**src/rtl/microseq_pkg.sv**
```systemverilog
// microseq_pkg: shared definitions for the microsequencer.
//   mode_e                - next-state mode encoding driven on 'select'
//   DEFAULT_DISPATCH_BASE - base microstate that icode dispatch offsets from
package microseq_pkg;

  typedef enum logic [2:0] {
    MODE_INC      = 3'd0,
    MODE_DISPATCH = 3'd1,
    MODE_JUMP     = 3'd2,
    MODE_WAIT     = 3'd3,
    MODE_CALL     = 3'd4,
    MODE_RET      = 3'd5,
    MODE_FETCH    = 3'd6,
    MODE_HOLD     = 3'd7
  } mode_e;

  localparam int unsigned DEFAULT_DISPATCH_BASE = 32'h10;

endpackage

```
**src/rtl/microseq_stack.sv**
```systemverilog
// microseq_stack: return-address LIFO for the microsequencer.
//   clk, reset - clock and synchronous active-high reset (clears occupancy only)
//   push, pop  - push pushData / discard top entry; ignored when full / empty
//   pushData   - entry to push
//   top        - most recently pushed entry (undefined while empty)
//   full/empty - occupancy flags
//   depth      - number of valid entries, 0..STACK_DEPTH
module microseq_stack
  import microseq_pkg::*;
#(
  parameter int unsigned STATE_W     = 6,
  parameter int unsigned STACK_DEPTH = 4
) (
  input  logic                         clk,
  input  logic                         reset,
  input  logic                         push,
  input  logic                         pop,
  input  logic [STATE_W-1:0]           pushData,
  output logic [STATE_W-1:0]           top,
  output logic                         full,
  output logic                         empty,
  output logic [$clog2(STACK_DEPTH):0] depth
);

  localparam int unsigned IDX_W = $clog2(STACK_DEPTH);
  localparam int unsigned DEP_W = IDX_W + 1;

  logic [STATE_W-1:0] mem [STACK_DEPTH];
  logic [IDX_W-1:0]   wrIdx;
  logic [IDX_W-1:0]   topIdx;
  logic               doPush;
  logic               doPop;

  assign full   = (depth == DEP_W'(STACK_DEPTH));
  assign empty  = (depth == '0);
  assign doPush = push && !full;
  assign doPop  = pop && !empty;

  // Depth doubles as the write pointer; the top entry sits one below it.
  assign wrIdx  = depth[IDX_W-1:0];
  assign topIdx = wrIdx - IDX_W'(1);
  assign top    = mem[topIdx];

  always_ff @(posedge clk) begin
    if (reset) begin
      depth <= '0;
    end else if (doPush) begin
      depth <= depth + DEP_W'(1);
    end else if (doPop) begin
      depth <= depth - DEP_W'(1);
    end
  end

  // Entry storage is not reset: contents are don't-care until pushed.
  always_ff @(posedge clk) begin
    if (doPush && !reset) begin
      mem[wrIdx] <= pushData;
    end
  end

endmodule

```
**src/rtl/microseq_engine.sv**
```systemverilog
// microseq_engine: microprogram sequencer with dispatch, wait and call/return.
//   clk, reset - clock and synchronous active-high reset
//   select     - next-state mode (mode_e)
//   icode      - instruction code for DISPATCH
//   valN       - explicit target for JUMP / WAIT / CALL
//   ready      - per-channel memory-ready flags (ch0 DMem, ch1 IMem)
//   ready_sel  - ready channel tested in WAIT
//   state      - registered current microstate
//   stall      - combinational: WAIT selected and chosen channel not ready
//   depth      - return-stack occupancy
//   stack_err  - sticky overflow/underflow flag, cleared only by reset
module microseq_engine
  import microseq_pkg::*;
#(
  parameter int unsigned STATE_W       = 6,
  parameter int unsigned ICODE_W       = 4,
  parameter int unsigned NREADY        = 2,
  parameter int unsigned STACK_DEPTH   = 4,
  parameter int unsigned DISPATCH_BASE = DEFAULT_DISPATCH_BASE
) (
  input  logic                                            clk,
  input  logic                                            reset,
  input  logic [2:0]                                      select,
  input  logic [ICODE_W-1:0]                              icode,
  input  logic [STATE_W-1:0]                              valN,
  input  logic [NREADY-1:0]                               ready,
  input  logic [((NREADY > 1) ? $clog2(NREADY) : 1)-1:0]  ready_sel,
  output logic [STATE_W-1:0]                              state,
  output logic                                            stall,
  output logic [$clog2(STACK_DEPTH):0]                    depth,
  output logic                                            stack_err
);

  localparam logic [STATE_W-1:0] BASE = STATE_W'(DISPATCH_BASE);

  mode_e              mode;
  logic [STATE_W-1:0] stateNext;
  logic [STATE_W-1:0] stateInc;
  logic [STATE_W-1:0] stackTop;
  logic               stackFull;
  logic               stackEmpty;
  logic               readyOk;
  logic               push;
  logic               pop;
  logic               errEvent;

  assign mode     = mode_e'(select);
  assign stateInc = state + STATE_W'(1);

  // Out-of-range channel selects read as not ready.
  always_comb begin
    readyOk = 1'b0;
    if (32'(ready_sel) < NREADY) begin
      readyOk = ready[ready_sel];
    end
  end

  microseq_stack #(
    .STATE_W     (STATE_W),
    .STACK_DEPTH (STACK_DEPTH)
  ) uStack (
    .clk      (clk),
    .reset    (reset),
    .push     (push),
    .pop      (pop),
    .pushData (stateInc),
    .top      (stackTop),
    .full     (stackFull),
    .empty    (stackEmpty),
    .depth    (depth)
  );

  // State register
  always_ff @(posedge clk) begin
    if (reset) begin
      state <= '0;
    end else begin
      state <= stateNext;
    end
  end

  // Next-state mux
  always_comb begin
    stateNext = state;
    unique case (mode)
      MODE_INC:      stateNext = stateInc;
      MODE_DISPATCH: stateNext = BASE + STATE_W'(icode);
      MODE_JUMP:     stateNext = valN;
      MODE_WAIT:     stateNext = readyOk ? valN : state;
      MODE_CALL:     stateNext = valN;
      MODE_RET:      stateNext = stackEmpty ? '0 : stackTop;
      MODE_FETCH:    stateNext = '0;
      MODE_HOLD:     stateNext = state;
      default:       stateNext = state;
    endcase
  end

  // Outputs and stack control
  always_comb begin
    stall    = (mode == MODE_WAIT) && !readyOk;
    push     = (mode == MODE_CALL) && !stackFull;
    pop      = (mode == MODE_RET) && !stackEmpty;
    errEvent = ((mode == MODE_CALL) && stackFull) ||
               ((mode == MODE_RET) && stackEmpty);
  end

  always_ff @(posedge clk) begin
    if (reset) begin
      stack_err <= 1'b0;
    end else if (errEvent) begin
      stack_err <= 1'b1;
    end
  end

endmodule

```
**config.mk**
```make
export PLATFORM = sky130hd
export DESIGN_NAME = microseq_engine
export DESIGN_NICKNAME = d
export VERILOG_FILES = /design/src/rtl/microseq_pkg.sv /design/src/rtl/microseq_stack.sv /design/src/rtl/microseq_engine.sv
export SDC_FILE = /design/constraint.sdc
export NUM_CORES = 1
export LEC_CHECK = 0
export ABC_AREA = 1
export CAP_MARGIN = 10
export CORE_ASPECT_RATIO = 2
export CORE_MARGIN = 2
export CORE_UTILIZATION = 57
export CTS_CLUSTER_SIZE = 20
export DETAILED_ROUTE_END_ITERATION = 8
export HOLD_SLACK_MARGIN = 0.1
export PLACE_DENSITY = 0.84
export SYNTH_ARGS = -nofsm -noshare
export SYNTH_HDL_FRONTEND = slang
export SYNTH_SLANG_ARGS = --single-unit
```
**constraint.sdc**
```tcl
create_clock -name clk -period 2.8 [get_ports clk]
set_input_delay 0.56 -clock clk [delete_from_list [all_inputs] [get_ports clk]]
set_output_delay 0.56 -clock clk [all_outputs]
set_load 0.1 [all_outputs]
```
==> reports/results.tsv, run 1 <==
stage	metric	value	unit
clock_tree	post-CTS resize count	0	
clock_tree	Post-CTS Setup Repair Bufs	0	
clock_tree	Worst-Skew Late Latency	290	ps
logic_synthesis	Seq/Total Area, Yosys	50.9	%
global_route	gr usage total	25.7	%
sta	period utilization	79.7	%
route	number of detailed-route iterations in the first pass	4	
sta	Setup Viol. Count Final	0	
floorplanning	I/O pin cnt	29	
route	remaining routing DRC violations	0	
final_layout	Layout area overhead	23.2	%
route	Vias per Instance	5.54	
worst_hold_path	min-delay src	stack_err	
logic_synthesis	Syn Inst Count	216	
logic_synthesis	Synth area leader	edfxtp_1	
sta	Final Max Slew Viols	0	
global_route	largest net degree at the start of global routing	18	
power_and_ir_drop	Overall Power	1.41	mW
global_route	first-pass GRT wire length	6890	um
global_route	initial antenna violation count	0	
power_and_ir_drop	P_sw	404	uW
place	placed cell area	0.00209	sq mm
place	hpwl dp	3080	um
power_and_ir_drop	maximum vdd drop	0.000501	V
critical_path	worst setup path startpoint	select[0]	
place	IO buf count	28	
worst_hold_path	hold crit path type	reg2reg	
clock_tree	H-tree levels	2	
place	Final GP Congestion	0.828	
critical_path	crit path capture type	output port	
logic_synthesis	Yosys reg bits	34	
power_and_ir_drop	logic gate share of total power	21.2	%
logic_synthesis	Cell variety after synth	23	
sta	final hold violation count	0	
sta	Achievable Freq	448	MHz
floorplanning	Die Span Y	83.7	um
clock_tree	clock root cell	clkbuf_8	
global_route	vias in the first global route	1539	
sta	Slew headroom	63.5	%
clock_tree	hold buffers post-CTS	0	
final_layout	layout cells sized above 1	11.2	%
final_layout	post-route cell area	0.00223	sq mm
route	DRT antenna net count	0	
final_layout	most frequent cells in the layout	nand2_1, inv_1, edfxtp_1	
final_layout	fill count	239	
logic_synthesis	Syn Std Cell Area	0.00181	sq mm
power_and_ir_drop	Static Leak	1.01	nW
final_layout	area of the multi-input gates	709	sq um
run	Max-Cap Viols	0	
sta	final setup skew	8.05	ps
logic_synthesis	synth warn	0	
logic_synthesis	top post-synthesis cells by area	edfxtp_1, nand2_1, dfxtp_1	
floorplanning	row count	29	
power_and_ir_drop	clock power share	37.9	%
logic_synthesis	Post-Syn Nets	240	
clock_tree	Num CTS Buffers	5	
power_and_ir_drop	switching share of power	28.7	%
floorplanning	core footprint	0.00308	sq mm
sta	sum of negative setup slack	0	ps
critical_path	worst-path fanout max	5	
global_route	GR Overflow Total	0	
floorplanning	chip width	43.9	um
critical_path	WP data arrival	1670	ps
final_layout	Nets	273	
sta	Final Critical Period	2230	ps
clock_tree	Clock Tree Buf Depth	2	
power_and_ir_drop	internal power	1.00	mW
route	final WL	4280	um
final_layout	number of diodes	0	
clock_tree	TritonCTS clock tree	built	
critical_path	worst r2r src	uStack.depth[1]	
floorplanning	die area	0.00367	sq mm
power_and_ir_drop	power share of the sequential group	40.9	%
floorplanning	Starting Density	58.7	%
critical_path	startpoint class of the critical path	input port	
route	DR vias	1558	
final_layout	commonest non-fill, non-tap cell in the layout	nand2_1	
critical_path	crit path kind	in2out	
sta	worst-margin pin slew	545	ps
logic_synthesis	top-area cell type share of the netlist area	39.8	%
clock_tree	Clock transition at path regs	70	ps
final_layout	register area	921	sq um
power_and_ir_drop	PwrDens	631	mW/mm^2
run_status	status	completed	
critical_path	Worst EP required	2240	ps
clock_tree	CTS Sinks	34	
route	DR iter-0 viols	108	
logic_synthesis	Post-Syn Area per Cell	8.38	sq um
sta	RSZ-0062 raised after global routing	no	
route	WL/cell	15.2	um
state kept, by name, indices dropped and copies added (netlist names):
name,count
uStack.mem,24
stack_err,1
state,6
uStack.depth,3
power by group through the flow:
stage	Clock, mW	Sequential (mW)	Combinational, mW
floorplan	0	0.671	0.122
global placement	0	0.585	0.288
detailed placement	0	0.586	0.292
CTS	0.542	0.575	0.297
global route	0.562	0.576	0.320
finish	0.533	0.575	0.298
cell usage after synthesis:
master / count
a21oi_1: 18
a21oi_4: 2
a22oi_1: 1
buf_4: 1
buf_6: 2
dfxtp_1: 10
edfxtp_1: 24
ha_1: 6
inv_1: 39
inv_2: 1
nand2_1: 55
nand2_2: 3
nand3_1: 21
nand3_2: 1
nor2_1: 15
nor2_2: 1
nor3_1: 2
o211ai_1: 1
o21ai_0: 7
o22ai_1: 1
o31ai_1: 1
xnor2_1: 1
xor2_1: 3
cells by family after synthesis:
logic type      share of synthesized area (%)
compound gates                           10.3
xor+xnor                                 1.94
fa+ha+maj                                4.15
buf+inv                                  9.95
flops                                    50.9
simple gates                             22.8
layer usage:
metal  track usage, %  vias up  wire, um
li1                 -      765         -
met1             28.1      708      1540
met2             45.3       70      2350
met3             5.19       15       261
met4             11.3        0       126
met5                0        -         0
final cells by class:
type	count	area share [%]
Sequential cell	34	41.3
Timing Repair Buffer	29	12.2
Clock buffer	5	3.09
Multi-Input combinational cell	139	31.8
Tap cell	31	1.74
Clock inverter	3	3.09
Inverter	40	6.73
critical path, stage by stage:
cell and delay, ps:
clkdlybuf4s50_1 580, nand2_1 70, nor2_1 90, nand2_1 90
inv_1 110, buf_12 180
path summary, 6_finish.rpt:
check	endpoint	slack, ps	depth (start not counted)
max	stall	570	6
min	stack_err	490	2
max reg2reg	uStack.mem[0][0]	770	5
min reg2reg	stack_err	490	2
stage by stage:
stage / instances / setup WS [ps] / hold WS, ps / util [%]
2_1_floorplan: 216 / 155 / 629 / -
3_3_place_gp: 273 / 394 / 463 / 67.8
3_5_place_dp: 273 / 292 / 465 / 67.8
4_1_cts: 281 / 562 / 488 / 72.3
5_1_grt: 281 / 482 / 526 / 72.3
6_report: 281 / 568 / 490 / 72.3
(Power assumes the default switching activity.)
==> run 2, diff against run 1 <==
CORE_UTILIZATION = 48   (was 57)
PLACE_DENSITY = 0.76   (was 0.84)
clock period = 2 ns   (was 2.8 ns; I/O delays follow)
==> run 2 against run 1 <==
  * Sequential power increased by 42%
  * Sequential share of layout area is 1.6 points lower
  * Cell count increased by 11%
  * Critical path type unchanged
  * First-iteration DRC count decreased by 66%
  * Combinational power grew 42%
  * Clock-buffer cell count increased by 1
  * Routed wire length is 4.0% lower
  * Core utilization fell by 7.4 points
  * Critical path depth did not move
  * Highest routed layer unchanged
==> reports/results.tsv, run 2 (synthesis results as in run 1) <==
stage	metric	value	unit	change
sta	Final Critical Period	1830	ps	
final_layout	final core area utilization	64.9	%	-7.4 points
global_route	GR Overflow Total	0		unchanged
global_route	vias in the first global route	1588		+3.2%
place	Final GP Congestion	0.863		+4.3%
floorplanning	I/O pin cnt	29		unchanged
power_and_ir_drop	PwrDens	735	mW/mm^2	+17%
final_layout	fin cells	311		+11%
sta	final worst setup slack	173	ps	-395 ps
critical_path	r2r setup slk	240	ps	-530 ps
place	placed cell area	0.00224	sq mm	+7.3%
route	highest metal used	met4		
route	WL/cell	13.2	um	-13%
clock_tree	Num CTS Buffers	5		unchanged
route	DR vias	1558		unchanged
run	Max-Cap Viols	0		unchanged
worst_hold_path	hold crit path type	reg2reg		
critical_path	crit path kind	in2out		
sta	Setup Viol. Count Final	0		unchanged
sta	sum of negative setup slack	0	ps	unchanged
route	DR iter-0 viols	37		-66%
clock_tree	Worst-Skew Late Latency	280	ps	about the same
final_layout	Nets	285		+4.4%
route	Vias per Instance	5.01		-9.6%
sta	final hold violation count	0		unchanged
place	placed instance count	302		+11%
sta	Achievable Freq	547	MHz	
final_layout	Largest register FFs	24		unchanged
route	remaining routing DRC violations	0		unchanged
sta	RSZ-0062 raised after global routing	no		
sta	period utilization	91.4	%	
clock_tree	Clock Tree Buf Depth	2		unchanged
power_and_ir_drop	Static Leak	1.06	nW	+5.1%
floorplanning	Starting Density	50.2	%	-8.5 points
critical_path	Worst EP required	1600	ps	-640 ps
final_layout	commonest non-fill, non-tap cell in the layout	nand2_1		
sta	worst-margin pin slew	273	ps	-273 ps
final_layout	Layout area overhead	29.2	%	
final_layout	Reg with most FFs	uStack.mem		
final_layout	Largest regs	uStack.mem (24), state (6), uStack.depth (3)		
route	number of detailed-route iterations in the first pass	4		unchanged
critical_path	WP data arrival	1430	ps	-240 ps
final_layout	number of diodes	0		unchanged
clock_tree	TritonCTS clock tree	built		
clock_tree	CTS Sinks	34		unchanged
route	total length of routed met3 wires	133	um	-49%
route	final WL	4100	um	-4.0%
final_layout	layout cells sized above 1	16.0	%	+4.8 points
floorplanning	die area	0.00431	sq mm	+17%
floorplanning	Die Span Y	90.9	um	+8.5%
final_layout	most frequent cells in the layout	nand2_1, inv_1, edfxtp_1		
critical_path	crit path capture type	output port		
power_and_ir_drop	maximum vdd drop	0.000717	V	+43%
critical_path	worst-path fanout max	4		-1
route	met1 WL	1450	um	-6.0%
floorplanning	core footprint	0.00361	sq mm	+17%
place	hpwl dp	3200	um	+3.9%
sta	hold_ws	480	ps	-9.96 ps
floorplanning	row count	31		+6.9%
clock_tree	clock root cell	clkbuf_8		
route	met2 WL post-DR	2460	um	+4.5%
clock_tree	H-tree levels	2		unchanged
place	IO buf count	28		unchanged
sta	Final Max Slew Viols	0		unchanged
global_route	initial antenna violation count	0		unchanged
sta	final setup skew	2.93	ps	-5.12 ps
sta	Slew headroom	81.8	%	+18 points
critical_path	startpoint class of the critical path	input port		
global_route	gr usage total	23.0	%	-2.7 points
floorplanning	chip width	47.4	um	+8.2%
final_layout	post-route cell area	0.00234	sq mm	+4.9%
clock_tree	Clock transition at path regs	60	ps	about the same
clock_tree	hold buffers post-CTS	0		unchanged
route	DRT antenna net count	0		unchanged
global_route	largest net degree at the start of global routing	19		+1
place	Post-Place Worst Slack	3.90	ps	-288 ps
power_and_ir_drop	Overall Power	1.72	mW	+22%
run_status	status	completed		
global_route	first-pass GRT wire length	7130	um	+3.6%
run 2: changes by cell type in the layout (fill, tap and decap cells not counted), sizes merged:
cell and change:
bufinv -2, clkbuf +1, clkdlybuf4s50 -1, dlymetal6s2s +1, buf +12, clkinv +1
run 2: final cells by class:
| class | instances | area, sq um |
|---|---|---|
| clock buffers | 6 | 72.6 |
| inverters | 40 | 150 |
| well taps | 49 | 61.3 |
| repair buffers | 41 | 407 |
| multi-input cells | 139 | 712 |
| flip-flops and latches | 34 | 928 |
| fillers | 305 | 1270 |
| clock inverters | 2 | 8.76 |
run 2: where the power goes:
group / leakage, nW / switching (mW) / total, mW / internal [mW]
Combinational: 0.713 / 0.281 / 0.424 / 0.142
Clock: 0.0426 / 0.243 / 0.482 / 0.239
Sequential: 0.304 / 0.0310 / 0.815 / 0.784
Total: 1.06 / 0.555 / 1.72 / 1.17
run 2: worst paths after layout:
check	startpoint	end	depth (start not counted)
worst max register to register	uStack.depth[0]	state[4]	10
worst max-delay path	select[2]	stall	6
worst min-delay path	stack_err	stack_err	2
worst min register to register	stack_err	stack_err	2
run 2: layer usage:
layer	up-vias	GRT usage [%]
met1	726	24.6
met5	-	0
li1	788	-
met4	0	9.26
met3	6	3.80
met2	38	40.8
run 2: repair_timing:
item | CTS | global route
resized for setup | 0 | 3
endpoints found under the setup margin | 0 | 1
endpoints found under the hold margin | 0 | 0
setup buffers | 0 | 1
run 2: worst max-delay path, stage by stage:
cell             delay [ps]
clkdlybuf4s50_1         430
buf_4                   160
nor2_1                  100
nand2_1                  90
inv_2                    80
buf_12                  170
